File: config.mk
export PLATFORM = sky130hd
export DESIGN_NAME = key_slice_scheduler
export DESIGN_NICKNAME = d
export VERILOG_FILES = /design/src/rtl/key_slice_scheduler.sv
export SDC_FILE = /design/constraint.sdc
export NUM_CORES = 2
export LEC_CHECK = 0
export ABC_AREA = 1
export BUFFER_PORTS_ARGS = -buffer_cell sky130_fd_sc_hd__clkbuf_2
export CAP_MARGIN = 25
export CORE_MARGIN = 2
export CORE_UTILIZATION = 30
export DETAILED_ROUTE_END_ITERATION = 7
export HOLD_SLACK_MARGIN = 0.15
export MAX_ROUTING_LAYER = met4
export PLACE_DENSITY = 0.58
export SLEW_MARGIN = 25
export SYNTH_ARGS = -nofsm -noshare
export SYNTH_HDL_FRONTEND = slang
export SYNTH_SLANG_ARGS = --single-unit
File: constraint.sdc
create_clock -name clk -period 2.5 [get_ports clk]
set_input_delay 0.25 -clock clk [delete_from_list [all_inputs] [get_ports clk]]
set_output_delay 0.25 -clock clk [all_outputs]
set_load 0.05 [all_outputs]
File: src/rtl/key_slice_scheduler.sv
// Key slice scheduler: latches a master key and streams NUM_SLICES subkeys per
// round over valid/ready, optionally rotating the key between rounds.
module key_slice_scheduler #(
  parameter int unsigned KEY_W      = 512,
  parameter int unsigned SLICE_W    = 64,
  parameter int unsigned NUM_SLICES = 8,
  parameter int unsigned ROT_STEP   = 13,
  parameter int unsigned RND_W      = 6
) (
  input  logic                          clk,
  input  logic                          rst_n,
  input  logic                          i_key_valid,
  output logic                          o_key_ready,
  input  logic [KEY_W-1:0]              i_key_in,
  input  logic                          i_mode,
  input  logic [RND_W-1:0]              i_num_rounds,
  input  logic                          i_abort,
  output logic                          o_slice_valid,
  input  logic                          i_slice_ready,
  output logic [SLICE_W-1:0]            o_slice_data,
  output logic [$clog2(NUM_SLICES)-1:0] o_slice_idx,
  output logic [RND_W-1:0]              o_round_idx,
  output logic                          o_slice_last,
  output logic                          o_busy
);

  localparam int unsigned IDX_W = $clog2(NUM_SLICES);

  if (KEY_W != SLICE_W * NUM_SLICES) begin : g_err_width
    $error("key_slice_scheduler: KEY_W must equal SLICE_W*NUM_SLICES");
  end
  if (ROT_STEP == 0 || ROT_STEP >= KEY_W) begin : g_err_rot
    $error("key_slice_scheduler: ROT_STEP must satisfy 0 < ROT_STEP < KEY_W");
  end

  typedef enum logic {
    S_IDLE = 1'b0,
    S_EMIT = 1'b1
  } state_t;

  state_t             r_state, w_state_nxt;
  logic [KEY_W-1:0]   r_key, w_key_nxt, w_key_rot;
  logic [IDX_W-1:0]   r_idx, w_idx_nxt;
  logic [RND_W-1:0]   r_round, w_round_nxt;
  logic [RND_W-1:0]   r_rounds, w_rounds_nxt;
  logic               r_mode, w_mode_nxt;
  logic [SLICE_W-1:0] r_slice_data, w_slice_nxt;
  logic               r_slice_valid, w_valid_nxt;
  logic               r_slice_last, w_last_nxt;
  logic               r_busy, w_busy_nxt;
  logic               r_key_ready, w_key_ready_nxt;
  logic               w_last_slice, w_last_round;

  assign w_key_rot    = (r_key << ROT_STEP) | (r_key >> (KEY_W - ROT_STEP));
  assign w_last_slice = (r_idx == IDX_W'(NUM_SLICES - 1));
  assign w_last_round = (r_round == (r_rounds - RND_W'(1)));

  // Next-state and registered-output decode; outputs are computed from the
  // next-cycle state so every port is driven straight from a flop.
  always_comb begin
    w_state_nxt     = r_state;
    w_key_nxt       = r_key;
    w_idx_nxt       = r_idx;
    w_round_nxt     = r_round;
    w_rounds_nxt    = r_rounds;
    w_mode_nxt      = r_mode;
    w_slice_nxt     = '0;
    w_valid_nxt     = 1'b0;
    w_last_nxt      = 1'b0;
    w_busy_nxt      = 1'b0;
    w_key_ready_nxt = 1'b0;

    case (r_state)
      S_IDLE: begin
        if (!i_abort && i_key_valid) begin
          w_state_nxt  = S_EMIT;
          w_key_nxt    = i_key_in;
          w_mode_nxt   = i_mode;
          w_rounds_nxt = (i_num_rounds == '0) ? RND_W'(1) : i_num_rounds;
          w_idx_nxt    = '0;
          w_round_nxt  = '0;
        end
      end
      S_EMIT: begin
        if (i_abort || (i_slice_ready && w_last_slice && w_last_round)) begin
          // Job ends (abort or final beat): zeroise the held key.
          w_state_nxt = S_IDLE;
          w_key_nxt   = '0;
          w_idx_nxt   = '0;
          w_round_nxt = '0;
        end else if (i_slice_ready) begin
          if (w_last_slice) begin
            w_idx_nxt   = '0;
            w_round_nxt = r_round + RND_W'(1);
            if (r_mode) begin
              w_key_nxt = w_key_rot;
            end
          end else begin
            w_idx_nxt = r_idx + IDX_W'(1);
          end
        end
      end
      default: begin
        w_state_nxt = S_IDLE;
        w_key_nxt   = '0;
        w_idx_nxt   = '0;
        w_round_nxt = '0;
      end
    endcase

    for (int unsigned k = 0; k < NUM_SLICES; k++) begin
      if (w_idx_nxt == IDX_W'(k)) begin
        w_slice_nxt = w_key_nxt[KEY_W-1-k*SLICE_W -: SLICE_W];
      end
    end

    w_valid_nxt     = (w_state_nxt == S_EMIT);
    w_busy_nxt      = (w_state_nxt == S_EMIT);
    w_key_ready_nxt = (w_state_nxt == S_IDLE);
    w_last_nxt      = (w_state_nxt == S_EMIT) &&
                      (w_idx_nxt == IDX_W'(NUM_SLICES - 1)) &&
                      (w_round_nxt == (w_rounds_nxt - RND_W'(1)));
  end

  always_ff @(posedge clk or negedge rst_n) begin
    if (!rst_n) begin
      r_state       <= S_IDLE;
      r_key         <= '0;
      r_idx         <= '0;
      r_round       <= '0;
      r_rounds      <= RND_W'(1);
      r_mode        <= 1'b0;
      r_slice_data  <= '0;
      r_slice_valid <= 1'b0;
      r_slice_last  <= 1'b0;
      r_busy        <= 1'b0;
      r_key_ready   <= 1'b1;
    end else begin
      r_state       <= w_state_nxt;
      r_key         <= w_key_nxt;
      r_idx         <= w_idx_nxt;
      r_round       <= w_round_nxt;
      r_rounds      <= w_rounds_nxt;
      r_mode        <= w_mode_nxt;
      r_slice_data  <= w_slice_nxt;
      r_slice_valid <= w_valid_nxt;
      r_slice_last  <= w_last_nxt;
      r_busy        <= w_busy_nxt;
      r_key_ready   <= w_key_ready_nxt;
    end
  end

  assign o_key_ready   = r_key_ready;
  assign o_slice_valid = r_slice_valid;
  assign o_slice_data  = r_slice_data;
  assign o_slice_idx   = r_idx;
  assign o_round_idx   = r_round;
  assign o_slice_last  = r_slice_last;
  assign o_busy        = r_busy;

endmodule
# == Word level (Yosys, flattened, before mapping) ==
# Index checks and enable logic that the tools add are counted.
# totals
output_inout_bits,77
inputBits,524
register_bits,595
# op_classes
n_eq_ne,10
reduce_logical,10
bitwise,3
muxes,30
add_sub_neg,4
# ops
cell,count
512-bit two-way mux,5
512-bit one-hot mux with 2 select lines,1
64-bit two-way mux,8
512-bit by 13-bit bitwise OR with 512-bit output,1
6-bit two-way mux,7
3-bit == test (second input constant),5
6-bit == test,2
3-bit two-way mux,4
6-bit one-hot mux with 2 select lines,1
6-bit by 1-bit subtractor with 6-bit output (second input constant),2
6-bit by 1-bit adder with 6-bit output (second input constant),1
3-bit by 2-bit == test with 1-bit output (second input constant),2
6-bit zero test,1
3-bit one-hot mux with 2 select lines,1
1-bit logical AND,5
3-bit by 1-bit adder with 3-bit output (second input constant),1
3-bit by 1-bit == test with 1-bit output (second input constant),1
3-bit zero test,1
1-bit two-way mux,2
1-bit inverter,2
1-bit one-hot mux with 2 select lines,1
2-bit AND reduction,1
1-bit zero test,1
1-bit logical OR,1

# == Depth between registers and ports, before layout ==
# depth
depth_word,15
ltp_mapped,22
mapped_depth_nobuf,20

# == Worst setup path before layout ==
# OpenSTA, ideal clock, no wires.
# synth_path
path_kind,register to register
from,register r_idx[0] (netlist: o_slice_idx[0])
to,register r_slice_data[43] (netlist: o_slice_data[43])
arrival_ns,2.637
setup_slack_ns,-0.267
stages_incl_launch_ff,15
path_cell_list,dfrtp_1 -> ha_1 -> ha_1 -> nand2_1 -> inv_1 -> nand2_1 -> buf_2 -> clkbuf_1 -> mux2_2 -> nand2_1 -> nand2_1 -> nand4_1 -> nand4_1 -> nor2_1 -> nand4_1
# synth_between
elab_cells_between_ends,30
cone_classes,add/sub (1); eq/ne (8); mux (17); reduce/logical (4)
# synth_lines
item,line,text
from (decl),43,"logic [IDX_W-1:0] r_idx, w_idx_nxt;"
from (signal assigned),141,r_idx <= w_idx_nxt;
3-bit == test (*),55,assign w_last_slice = (r_idx == IDX_W'(NUM_SLICES - 1));
1-bit logical AND (2 in a row),85,if (i_abort || (i_slice_ready && w_last_slice && w_last_round)) begin
1-bit logical OR,85,
512-bit two-way mux (*),85,
512-bit one-hot mux with 2 select lines (*),73,case (r_state)
net w_key_nxt[427],42,"logic [KEY_W-1:0] r_key, w_key_nxt, w_key_rot;"
64-bit two-way mux (*) (7 in a row),112,if (w_idx_nxt == IDX_W'(k)) begin
net w_slice_nxt[43],47,"logic [SLICE_W-1:0] r_slice_data, w_slice_nxt;"
to (signal assigned),145,r_slice_data <= w_slice_nxt;
to (decl),47,
# Mark *: on every way through the listed nets, which the timed path passes. The rest lies on a longest branch.
# A chain may end at the register's enable or synchronous reset.

# == Worst setup path after layout ==
# layout_path
from,register r_rounds[0]
to,register r_slice_data[16] (netlist: o_slice_data[16])
# layout_between
elab_chain_len,15
elab_cells_between_ends,24
cone_classes,add/sub (1); eq/ne (8); mux (12); reduce/logical (3)
# layout_rtl
item,line,text
from (decl),45,"logic [RND_W-1:0] r_rounds, w_rounds_nxt;"
from (signal assigned),143,r_rounds <= w_rounds_nxt;
6-bit by 1-bit subtractor with 6-bit output (*),56,assign w_last_round = (r_round == (r_rounds - RND_W'(1)));
6-bit == test (*),56,
1-bit logical AND (*),85,
1-bit logical OR (*),85,
3-bit two-way mux,85,
3-bit one-hot mux with 2 select lines,73,
3-bit zero test,112,
64-bit two-way mux (7 in a row),112,
64-bit two-way mux (*),112,
net w_slice_nxt[16],47,
# Marked as above.

==> run_results.csv <==
group,metric,value,unit
clock_network,cts_tree,"yes",
logic_synthesis,syn_area,0.03496,sq mm
critical_path,ff2ff_path_depth,19,
placement,dp_slack,-0.8058,ns
finish,fill_cells,10840,
finish,fin_util,48.25,%
status,outcome,"complete, but fails checks",
floorplanning,io-pin-count,601,
drt,vias,40240,
finish,area_growth,59.94,%
finish,final_cell_count_no_fill,7107,
logic_synthesis,yosysTopAreaCellShare,42.44,%
critical_path,worst_setup_path_end_kind,"flip-flop",
clock_network,htreeDepth,3,
logic_synthesis,synth.area.top_cells,"dfrtp_1 42%, mux2_2 15%, nand2_1 13%, a22oi_1 10%, nand4_1 3.5%",
placement,post-place-cells,6240,
critical_path,crit_arrival,3.71,ns
logic_synthesis,synth_edf_count,0,
grt,grt_usage,34.59,%
sta,timing.fmax,0.3132,GHz
critical_path,path_max_fanout,13,
grt,grt_max_degree,148,
sta,hold_violations,0,
flow_run,drv_cap,0,
logic_synthesis,ys.flop_type,"dfrtp_1",
critical_path,path_cells,"inv_2, ha_4, nand2_2, nor2_2, buf_4, o21ai_2, nor2_2, nand2_4, buf_4, nand3_2, nand2_4, clkinv_8, buf_12, buf_16, nand4_1, nand4_1, nor2_1, buf_4, nand4_1",
clock_network,clock_latency,0.67,ns
drt,drt_iter0_markers,5075,
critical_path,startpoint,"r_rounds[0]$_DFF_PN1_",
sta,fin_crit_sh,127.7,%
sta,hold_slack,0.2193,ns
logic_synthesis,syn_inst,4075,
logic_synthesis,synth.distinct_cells,35,
grt,grt_pass1_wl,289700,um
logic_synthesis,synth_top_cell_by_area,"dfrtp_1",
drt,wl,212800,um
power_and_ir_drop,leakage,27.15,nW
critical_path,r2r-end,"o_slice_data[16]$_DFF_PN0_",
logic_synthesis,async_flop_share,100.0,%
floorplanning,initial_core_util,30.17,%
sta,rsz0062_at_grt,"true",
sta,skew,0.03350,ns
clock_network,cts_root_buffer,"clkbuf_16",
clock_network,cts_made_buffers,74,
sta,setup_viol,236,
clock_network,cts.clk_slew.worst_paths,0.06,ns
placement,io_buffers,600,
drt,final_antenna_net_count,0,
drt,drt_pass1_iterations,6,
critical_path,crit_path_top_delay_cell,"dfstp_2",
critical_path,rr_startpoint,"r_rounds[0]$_DFF_PN1_",
power_and_ir_drop,power.total,36.48,mW
critical_path,startpoint_type,"flip-flop",
logic_synthesis,synth_fp_nets,4604,
critical_path,slowest_delay,0.54,ns
sta,worst_slew_pin_slew,0.7736,ns
finish,drive_gt1_share,40.14,%
floorplanning,die_w,345.4,um
status,violations,"negative setup slack",
power_and_ir_drop,powerDensity,652.4,mW/mm^2
sta,min_period,3.193,ns
floorplanning,core-area,0.1159,sq mm
sta,maxSlewViolCount,0,
placement,gp_congestion,0.9921,
sta,relSlewSlack,48.42,%
logic_synthesis,synth-seq-cells,595,
grt,grt_pass1_vias,38590,
drt,avgViaCountPerCell,5.662,
drt,routedWlPerCell,29.94,um
logic_synthesis,synth.yosys.seq_area_share,42.59,%
logic_synthesis,synth.most_common_cell,"nand2_1",
logic_synthesis,yosysWarningCount,0,
critical_path,path_class,"flip-flop to flip-flop",
critical_path,critical_path_required,3.02,ns
power_and_ir_drop,vdd_drop_max,0.0005147,V
clock_network,cts.path.max_buffers,3,
finish,num-nets-final,6022,
sta,setup_ws,-0.6927,ns
logic_synthesis,synth.top_cells.by_count,"1,180 x nand2_1, 593 x dfrtp_1, 479 x mux2_2, 477 x a22oi_1, 230 x nand3_1",
logic_synthesis,avgSynthCellArea,8.580,sq um
hold_path,hp-class,"input port to flip-flop",
floorplanning,die_height,345.4,um
critical_path,rrSetupSlack,-0.69,ns
critical_path,crit_path_end,"o_slice_data[16]$_DFF_PN0_",
clock_network,cts_sinks,595,
floorplanning,rows,125,
placement,hpwl,152400,um
grt,gr-total-overflow,0,
floorplanning,die_area,0.1193,sq mm
grt,antenna_found_initial,40,
drt,drc,0,
hold_path,hold_depth,4,
-- layer usage --
layer	vias to the layer above	track usage [%]	routed length (um)
met3	512	7.164	20920
met5	-	-	0
met1	20050	43.42	82700
met2	2514	54.16	97270
li1	17170	-	-
met4	0	14.31	11900
-- worst max-delay path: cells and delay by family (launching register included) --
kind	cells	cell delay, ns
DFF	1	0.54
buffers and inverters	7	0.89
AOI/OAI and AO/OA	1	0.14
adders and majority gates	1	0.15
and+or+nand+nor	10	1.31
-- power breakdown --
part	total [mW]	switching, mW	internal [mW]
logic	11.9	7.17	4.77
registers	13.1	1.86	11.3
clock network	11.4	4.81	6.59
-- layout make-up --
cell class / instances / area [sq um] / share of cell area, %
Tap cell: 1524 / 1907 / 3.410
Antenna cell: 30 / 75.07 / 0.1342
Inverter: 224 / 892.1 / 1.595
Clock inverter: 18 / 237.7 / 0.4251
Multi-Input combinational cell: 2917 / 20010 / 35.79
Clock buffer: 118 / 2241 / 4.007
Sequential cell: 595 / 14890 / 26.64
Timing Repair Buffer: 1681 / 15660 / 28.00
-- worst min-delay path by stage --
stage	from	endpoint	slack (ns)
after floorplan	rst_n	o_busy$_DFF_PN0_	-0.05
after detailed placement	rst_n	r_key[451]$_DFF_PN0_	0.22
final	i_key_in[511]	r_key[511]$_DFF_PN0_	0.22
after CTS	i_key_in[511]	r_key[511]$_DFF_PN0_	0.17
after global routing	i_key_in[511]	r_key[511]$_DFF_PN0_	0.23
after global placement	rst_n	r_key[427]$_DFF_PN0_	0.22
-- state kept, by name (all words and copies together), names as in the netlist --
name          flops
o_round_idx       6
o_slice_data     64
r_rounds          6
r_key           512
o_slice_last      1
o_slice_idx       3
r_mode            1
o_key_ready       1
o_busy            1
-- placed cells by master (no fill, tap or decap), types with 28 or more instances in the layout --
cell	synthesis	layout
clkbuf_2	0	599
nor2_2	0	52
buf_4	9	273
nor2_1	145	56
nand3_2	3	68
nand2_1	1180	928
nand2_2	1	188
nand2_4	2	63
clkbuf_16	0	96
o221ai_1	35	28
a22oi_1	477	477
diode_2	0	30
mux2_2	479	462
buf_12	0	107
o21ai_0	73	71
nor2_4	0	37
buf_6	1	88
dlygate4sd3_1	0	521
nand4_1	198	198
inv_1	219	211
buf_16	0	43
dfrtp_1	593	591
nand3_1	230	140
o211ai_1	32	32
-- through the flow --
step / area (sq um) / TNS, ns
after global placement: 42380 / -96.36
after floorplan: 35100 / 0
final: 55920 / -54.33
after detailed placement: 42380 / -93.53
after global routing: 55910 / -83.14
after CTS: 53860 / -38.98
-- logic make-up after synthesis --
| family | Yosys count | synth area share (%) |
|---|---|---|
| compound gates | 650 | 13.36 |
| xor+xnor | 13 | 0.3257 |
| fa+ha+maj | 5 | 0.1789 |
| buf+inv | 564 | 6.653 |
| flops | 595 | 42.59 |
| mux | 479 | 15.43 |
| simple gates | 1769 | 21.46 |
-- repair_timing --
item	CTS	global route
pin swaps	147	154
setup endpoints to repair	292	350
resized for setup	514	349
endpoints found under the hold margin	1006	0
hold buffers	522	0
gates cloned	40	24
buffers inserted	82	44
No activity file was read; power rests on OpenSTA's default activity.
